## src/rtl/home_particle_streamer_if.sv

```systemverilog
// Cache read port and reference-data broadcast bundle between the home
// particle streamer (master) and the cache plus extractor stages (slave).
interface home_particle_streamer_if #(
   parameter int PARTICLE_ID_WIDTH = 7,
   parameter int OFFSET_WIDTH      = 23
);
   logic [PARTICLE_ID_WIDTH-1:0] rd_addr;
   logic                         rd_en;
   logic [3*OFFSET_WIDTH-1:0]    rd_data;
   logic [3*OFFSET_WIDTH-1:0]    raw_home_pos;
   logic [PARTICLE_ID_WIDTH-1:0] particle_id;
   logic [PARTICLE_ID_WIDTH-1:0] ref_id;
   logic                         phase;
   logic                         prev_phase;
   logic                         reading_particle_num;
   logic                         valid;

   modport master (
      output rd_addr, rd_en, raw_home_pos, particle_id, ref_id, phase,
             prev_phase, reading_particle_num, valid,
      input  rd_data
   );

   modport slave (
      input  rd_addr, rd_en, raw_home_pos, particle_id, ref_id, phase,
             prev_phase, reading_particle_num, valid,
      output rd_data
   );
endinterface

```

## src/rtl/home_particle_streamer.sv

```systemverilog
// Streams one home cell's particle cache: count word first, then two sweeps
// (phase 0, phase 1) of particles 1..N for every reference particle.
module home_particle_streamer #(
   parameter int PARTICLE_ID_WIDTH = 7,
   parameter int OFFSET_WIDTH      = 23
) (
   input  logic clk,
   input  logic rst,
   input  logic start_i,
   input  logic stall_i,
   output logic busy_o,
   output logic done_o,
   home_particle_streamer_if.master bus
);
   localparam int PW = PARTICLE_ID_WIDTH;
   localparam int DW = 3 * OFFSET_WIDTH;

   typedef enum logic [2:0] {
      IDLE,
      REQ_NUM,
      NUM,
      STREAM,
      DRAIN,
      FINISH
   } state_t;

   state_t          state_q, state_d;
   logic [PW-1:0]   count_q, count_d;
   logic [PW-1:0]   ptr_q, ptr_d;
   logic [PW-1:0]   issRef_q, issRef_d;
   logic            issPhase_q, issPhase_d;

   logic            valid_q;
   logic [PW-1:0]   particleId_q;
   logic [PW-1:0]   refId_q;
   logic            phase_q;
   logic            prevPhase_q;
   logic            readingNum_q;
   logic            done_q;
   logic            busy_q;
   logic [DW-1:0]   hold_q;

   logic [PW-1:0]   countIn;
   logic [PW-1:0]   sweepCount;
   logic            issue;
   logic            sweepEnd;
   logic            lastIssue;
   logic            showData;

   // The first read of particle 1 is issued in NUM, straight off the
   // returning count word, so the first beat lands right after the count.
   assign countIn    = bus.rd_data[PW-1:0];
   assign sweepCount = (state_q == NUM) ? countIn : count_q;
   assign issue      = ((state_q == NUM) && (countIn != '0)) ||
                       ((state_q == STREAM) && !stall_i);
   assign sweepEnd   = (ptr_q == sweepCount);
   assign lastIssue  = issue && sweepEnd && issPhase_q && (issRef_q == sweepCount);

   assign bus.rd_en   = (state_q == REQ_NUM) || issue;
   assign bus.rd_addr = issue ? ptr_q : '0;

   // Cache data is already registered at the cache; it is forwarded while a
   // beat or the count word is presented and held otherwise.
   assign showData         = valid_q || readingNum_q;
   assign bus.raw_home_pos = showData ? bus.rd_data : hold_q;

   assign bus.particle_id          = particleId_q;
   assign bus.ref_id               = refId_q;
   assign bus.phase                = phase_q;
   assign bus.prev_phase           = prevPhase_q;
   assign bus.reading_particle_num = readingNum_q;
   assign bus.valid                = valid_q;
   assign busy_o                   = busy_q;
   assign done_o                   = done_q;

   always_comb begin
      state_d    = state_q;
      count_d    = count_q;
      ptr_d      = ptr_q;
      issRef_d   = issRef_q;
      issPhase_d = issPhase_q;

      case (state_q)
         IDLE: begin
            if (start_i) begin
               state_d    = REQ_NUM;
               ptr_d      = PW'(1);
               issRef_d   = PW'(1);
               issPhase_d = 1'b0;
            end
         end
         REQ_NUM: state_d = NUM;
         NUM: begin
            count_d = countIn;
            // An empty cell still passes through DRAIN so done keeps the
            // same two-cycle spacing from the last issuing cycle.
            state_d = (countIn == '0) ? DRAIN : STREAM;
         end
         STREAM: begin
            if (lastIssue) begin
               state_d = DRAIN;
            end
         end
         DRAIN:   state_d = FINISH;
         FINISH:  state_d = IDLE;
         default: state_d = IDLE;
      endcase

      if (issue) begin
         ptr_d = sweepEnd ? PW'(1) : ptr_q + PW'(1);
         if (sweepEnd) begin
            issPhase_d = ~issPhase_q;
            if (issPhase_q) begin
               issRef_d = issRef_q + PW'(1);
            end
         end
      end
   end

   // Beat controls are captured at issue time and presented with the data
   // one cycle later, so ref_id/phase always line up with their beat.
   always_ff @(posedge clk) begin
      if (!rst) begin
         state_q      <= IDLE;
         count_q      <= '0;
         ptr_q        <= '0;
         issRef_q     <= '0;
         issPhase_q   <= 1'b0;
         valid_q      <= 1'b0;
         particleId_q <= '0;
         refId_q      <= '0;
         phase_q      <= 1'b0;
         prevPhase_q  <= 1'b0;
         readingNum_q <= 1'b0;
         done_q       <= 1'b0;
         busy_q       <= 1'b0;
         hold_q       <= '0;
      end else begin
         state_q      <= state_d;
         count_q      <= count_d;
         ptr_q        <= ptr_d;
         issRef_q     <= issRef_d;
         issPhase_q   <= issPhase_d;
         valid_q      <= issue;
         prevPhase_q  <= phase_q;
         readingNum_q <= (state_q == REQ_NUM);
         done_q       <= (state_q == DRAIN);
         busy_q       <= (state_d != IDLE);
         if (issue) begin
            particleId_q <= ptr_q;
            refId_q      <= issRef_q;
            phase_q      <= issPhase_q;
         end
         if (showData) begin
            hold_q <= bus.rd_data;
         end
      end
   end
endmodule

```

## src/flat_wrapper.sv

```systemverilog
// flat-port wrapper written by rule: the top's interface ports become plain ports
module home_particle_streamer_flat 
#(
   parameter int PARTICLE_ID_WIDTH = 7,
   parameter int OFFSET_WIDTH      = 23
)
  (clk, rst, start_i, stall_i, busy_o, done_o, bus_rd_addr, bus_rd_en, bus_raw_home_pos, bus_particle_id, bus_ref_id, bus_phase, bus_prev_phase, bus_reading_particle_num, bus_valid, bus_rd_data);
  home_particle_streamer_if #(.PARTICLE_ID_WIDTH(PARTICLE_ID_WIDTH), .OFFSET_WIDTH(OFFSET_WIDTH)) bus_i ();
  input  logic clk;
  input  logic rst;
  input  logic start_i;
  input  logic stall_i;
  output logic busy_o;
  output logic done_o;
  output wire logic [$bits(bus_i.rd_addr)-1:0] bus_rd_addr;
  output wire logic [$bits(bus_i.rd_en)-1:0] bus_rd_en;
  output wire logic [$bits(bus_i.raw_home_pos)-1:0] bus_raw_home_pos;
  output wire logic [$bits(bus_i.particle_id)-1:0] bus_particle_id;
  output wire logic [$bits(bus_i.ref_id)-1:0] bus_ref_id;
  output wire logic [$bits(bus_i.phase)-1:0] bus_phase;
  output wire logic [$bits(bus_i.prev_phase)-1:0] bus_prev_phase;
  output wire logic [$bits(bus_i.reading_particle_num)-1:0] bus_reading_particle_num;
  output wire logic [$bits(bus_i.valid)-1:0] bus_valid;
  input wire logic [$bits(bus_i.rd_data)-1:0] bus_rd_data;
  assign bus_rd_addr = bus_i.rd_addr;
  assign bus_rd_en = bus_i.rd_en;
  assign bus_raw_home_pos = bus_i.raw_home_pos;
  assign bus_particle_id = bus_i.particle_id;
  assign bus_ref_id = bus_i.ref_id;
  assign bus_phase = bus_i.phase;
  assign bus_prev_phase = bus_i.prev_phase;
  assign bus_reading_particle_num = bus_i.reading_particle_num;
  assign bus_valid = bus_i.valid;
  assign bus_i.rd_data = bus_rd_data;
  home_particle_streamer #(.PARTICLE_ID_WIDTH(PARTICLE_ID_WIDTH), .OFFSET_WIDTH(OFFSET_WIDTH)) u_core (.clk(clk), .rst(rst), .start_i(start_i), .stall_i(stall_i), .busy_o(busy_o), .done_o(done_o), .bus(bus_i));
endmodule
```

## config.mk

```make
export PLATFORM = sky130hd
export DESIGN_NAME = home_particle_streamer_flat
export DESIGN_NICKNAME = d
export VERILOG_FILES = /design/src/rtl/home_particle_streamer_if.sv /design/src/rtl/home_particle_streamer.sv /design/src/flat_wrapper.sv
export SDC_FILE = /design/constraint.sdc
export NUM_CORES = 1
export LEC_CHECK = 0
export ABC_AREA = 1
export ABC_CLOCK_PERIOD_IN_PS = 3900
export CORE_MARGIN = 10
export CORE_UTILIZATION = 47
export CTS_BUF_LIST = sky130_fd_sc_hd__clkbuf_16
export CTS_CLUSTER_SIZE = 14
export DETAILED_ROUTE_END_ITERATION = 8
export PLACE_DENSITY = 0.82
export REMOVE_ABC_BUFFERS = 1
export SYNTH_ARGS = -nofsm -noshare
export SYNTH_HDL_FRONTEND = slang
export SYNTH_SLANG_ARGS = --single-unit
```

## constraint.sdc

```tcl
create_clock -name clk -period 3.9 [get_ports clk]
set_clock_uncertainty 0.2 [all_clocks]
set_input_delay 0.39 -clock clk [delete_from_list [all_inputs] [get_ports clk]]
set_output_delay 0.39 -clock clk [all_outputs]
set_load 0.05 [all_outputs]
```

* After elaboration in Yosys (flattened, before gate mapping)
Index checks and enable logic that the tools add are counted.
Operators by class: bitwise gates (word level) 1, equal/unequal tests 6, muxes and demuxes 20, reduce and logical (&&, ||, !) cells 16, $add $sub $neg 2
Operators by type and width (number):
- 7-bit two-way mux | 11
- 69-bit two-way mux | 1
- 3-bit case mux with 5 select lines | 1
- 7-bit by 1-bit adder with 7-bit output (second input constant) | 2
- 7-bit equality test | 2
- 3-bit two-way mux | 3
- 7-bit logical NOT | 1
- 7-bit nonzero test | 1
- 3-bit by 2-bit equality test with 1-bit output (second input constant) | 2
- 1-bit logical AND | 5
- 1-bit two-way mux | 4
- 2-bit nonzero test | 2
- 3-bit by 1-bit equality test with 1-bit output (second input constant) | 1
- 3-bit equality test (second input constant) | 1
- 3-bit logical NOT | 1
- 1-bit logical OR | 3
- 3-bit nonzero test | 1
- 2-bit AND reduction | 1
- 1-bit logical NOT | 1
- 1-bit inverter | 1
Word-level totals: bits in registers 114, logic and storage cells 59, output and inout port bits 97, input bits 73

* Longest topological paths before layout
depth in word-level cells 9, gate-level depth with buffers 15

* Worst setup path after synthesis
Ideal clock, no wire load.
kind register -> output, start point register u_core.state_q[1], end point output port bus_rd_addr[4], stages on the path, launching flop included 9, setup slack 1442 ps, arrival time 1868 ps, path buffers 1, path through dfxtp_1 > inv_1 > nor2_2 > nand2_1 > or2_1 > nand2_4 > inv_2 > buf_6 > nor2_1
On the way: longest elaborated chain between the ends 4, elaborated cells on any way between the ends 6, those cells by class eq/ne (2); mux (1); reduce/logical (3)
RTL lines:
- start: declaration | line home_particle_streamer.sv:27 | state_t state_q, state_d;
- start signal: assignment | line home_particle_streamer.sv:139 | state_q <= state_d;
- 3-bit by 2-bit equality test with 1-bit output (on tied branches) | line home_particle_streamer.sv:54, home_particle_streamer.sv:55
- 1-bit logical AND (on tied branches) | line home_particle_streamer.sv:54, home_particle_streamer.sv:55
- 1-bit logical OR (*) | line home_particle_streamer.sv:54 | assign issue = ((state_q == NUM) && (countIn != '0)) ||
- 7-bit two-way mux (*) | line home_particle_streamer.sv:60 | assign bus.rd_addr = issue ? ptr_q : '0;
- end: declaration | line flat_wrapper.sv:15 | output wire logic [$bits(bus_i.rd_addr)-1:0] bus_rd_addr;
Mark *: on every way between the ends. The rest lies on a longest branch, timed or not.

* Worst setup path in the final report
start point register u_core.state_q[0], end point output port bus_rd_addr[0]
Same word-level chain as after synthesis.

==> flow_metrics.py <==
metrics = {
    "status": {
        "status": "complete, no violations",
    },
    "setup_path": {
        "startpoint_type": "register",
        "arrival_ns": 2.92,
        "end_kind": "output port",
        "critPathMaxStageDelay_ns": 0.85,
        "worstPathCellList": "inv_2 > nand3_2 > inv_2 > o21ai_0 > nand2_4 > inv_2 > nor2_1 > clkdlybuf4s50_1",
        "crit_slowest_cell": "clkdlybuf4s50_1",
        "worstPathRequired_ns": 3.31,
        "cp_max_fo": 16,
        "crit_path_frequent_cell": "inv_2",
        "critPathKind": "reg2out",
    },
    "clock_network": {
        "post_cts_buffers": 0,
        "hold_buffers": 0,
        "cts_root_buffer": "clkbuf_16",
        "clk_latency_ns": 0.41,
        "cts_buffers": 17,
        "cts_resized": 0,
        "cts.clk_slew.worst_paths_ns": 0.05,
        "cts_tree": "built",
        "clock_path_buffers": 2,
        "cts-htree-levels": 4,
        "cts_sinks": 114,
    },
    "global_routing": {
        "grt_start_max_net_pins": 42,
        "grt_antenna_before_repair": 0,
        "grt_overflow": 0,
        "first_global_vias": 4539,
        "grt_usage_pct": 19.1,
        "grt_pass1_wl_um": 24300,
    },
    "timing": {
        "final.period_utilization_pct": 90.0,
        "report.final.slew_viol_count": 0,
        "worst_pin_slew_ns": 0.685,
        "hold_viol": 0,
        "min_period_ns": 3.51,
        "finalSetupViolCount": 0,
        "slew_headroom_pct": 54.3,
        "clock.fmax_mhz": 285,
        "setup_tns_ns": 0,
        "grt_setup_unrepaired": "false",
    },
    "place": {
        "dpl.hpwl_um": 11300,
        "place_area_um2": 6950,
        "io_buffers": 169,
        "place.gp.congestion": 0.865,
        "dp.cells": 1042,
    },
    "floorplan": {
        "num_io_pins": 170,
        "fp.dieH_um": 124,
        "core_um2": 10500,
        "dieWidth_um": 124,
        "rows": 37,
        "fp.dieArea_um2": 15400,
        "initial_core_util_pct": 48.8,
    },
    "detailed_routing": {
        "vias": 4984,
        "drtAntennaViolNets": 0,
        "first_iter_violations": 447,
        "drt-total-wl_um": 15100,
        "drt_first_pass_iters": 5,
        "viasPerCell": 4.64,
        "drc": 0,
        "post_drt_wl_per_cell_um": 14.1,
    },
    "yosys": {
        "ys_async_sr_fraction_pct": 0,
        "ys_seq_area_share_pct": 44.7,
        "synth_enable_flop_cells": 0,
        "syn_area_per_cell_um2": 6.72,
        "syn-instance-count": 759,
        "synthTopCellsByCount": "187 x inv_1, 134 x nand2_1, 114 x dfxtp_1",
        "yosysMostFrequentCell": "inv_1",
        "synth-seq-cells": 114,
        "yosys-top-cells-area": "dfxtp_1 45%, inv_1 14%, nand2_1 9.9%",
        "synth_cell_type_count": 32,
        "yosysWarnings": 0,
        "synth_flop_cell": "dfxtp_1",
        "syn_area_um2": 5100,
        "yosys.area.top_type": "dfxtp_1",
        "synth_top_area_share_pct": 44.7,
    },
    "layout": {
        "post-route-cell-area_um2": 7570,
        "areaGrowthSynthToFinish_pct": 48.3,
        "drive_above_1_share_pct": 6.93,
        "diodes": 0,
        "final_core_util_pct": 72.3,
        "nNetsFinal": 1000,
        "final_cell_count_no_fill": 1074,
    },
    "job": {
        "maxCapViolCount": 0,
    },
    "power": {
        "power.density_nw_per_um2": 697,
        "power.leakage_nw": 3.76,
        "ir_worst_vdd_v": 0.000364,
    },
    "hold_path": {
        "hp-class": "reg2reg",
    },
}
-- through the flow --
step | worst slack, ns | power [mW] | hold slack [ns]
finish | 0.389 | 5.28 | 0.250
global route | 0.183 | 5.54 | 0.292
detailed placement | 0.703 | 3.70 | 0.247
global placement | 0.738 | 3.67 | 0.246
CTS | 0.387 | 5.31 | 0.254
floorplan | -1.74 | 2.94 | 0.261
-- state kept, by name (all words and copies together), names as in the netlist, 3 cells and up --
register,count
u_core.bus.particle_id,7
u_core.bus.ref_id,7
u_core.hold_q,69
u_core.issRef_q,7
u_core.count_q,7
u_core.ptr_q,7
u_core.state_q,3
-- worst paths after layout --
kind	from	to	cells after the start	slack, ns
max	u_core.state_q[0]	bus_rd_addr[0]	8	0.39
min	u_core.bus.phase	u_core.bus.prev_phase	2	0.25
max reg2reg	u_core.state_q[0]	u_core.busy_o	13	1.39
min reg2reg	u_core.bus.phase	u_core.bus.prev_phase	2	0.25
-- cells in the final DEF (no fill, tap or decap), drive strengths merged, types with 7 or more instances in the layout --
cell	count
inv	194
clkdlybuf4s50	169
nand2	145
dfxtp	114
nor2	104
o21ai	82
nand3	40
a21oi	25
clkbuf	17
buf	7
clkinv	7
-- power by group --
| group | internal (mW) | switching, mW |
|---|---|---|
| Clock | 1.06 | 0.547 |
| Sequential | 1.33 | 0.0510 |
| Combinational | 0.723 | 1.57 |
| Total | 3.11 | 2.16 |
-- metal layers --
layer	vias up	track usage, %	share of wire, %
met4	0	4.43	0.75
met2	166	31.7	49
li1	2613	-	-
met3	8	6.07	7.5
met5	-	0	0
met1	2197	23.4	43
-- critical path, delay by kind of cell (launching register included) --
kind,cells,cell delay (ns)
AO/OA/AOI/OAI,1,0.20
buffers and inverters,4,1.33
flip-flops,1,0.32
AND/OR/NAND/NOR,3,0.65
-- area by class of cell --
class / instances / area [µm²]
repair buffers: 176 / 1790
inverters: 193 / 729
multi-input cells: 423 / 1970
clock inverters: 15 / 191
clock buffers: 17 / 425
fillers: 817 / 2900
flip-flops and latches: 114 / 2280
well taps: 136 / 170
-- cells by family after synthesis --
| logic type | after synthesis | share of synthesized area (%) |
|---|---|---|
| simple gates | 297 | 24.5 |
| buf+inv | 222 | 16.7 |
| compound gates | 118 | 12.5 |
| flops | 114 | 44.7 |
| xor+xnor | 6 | 1.03 |
| fa+ha+maj | 2 | 0.490 |
(Power assumes the default switching activity.)
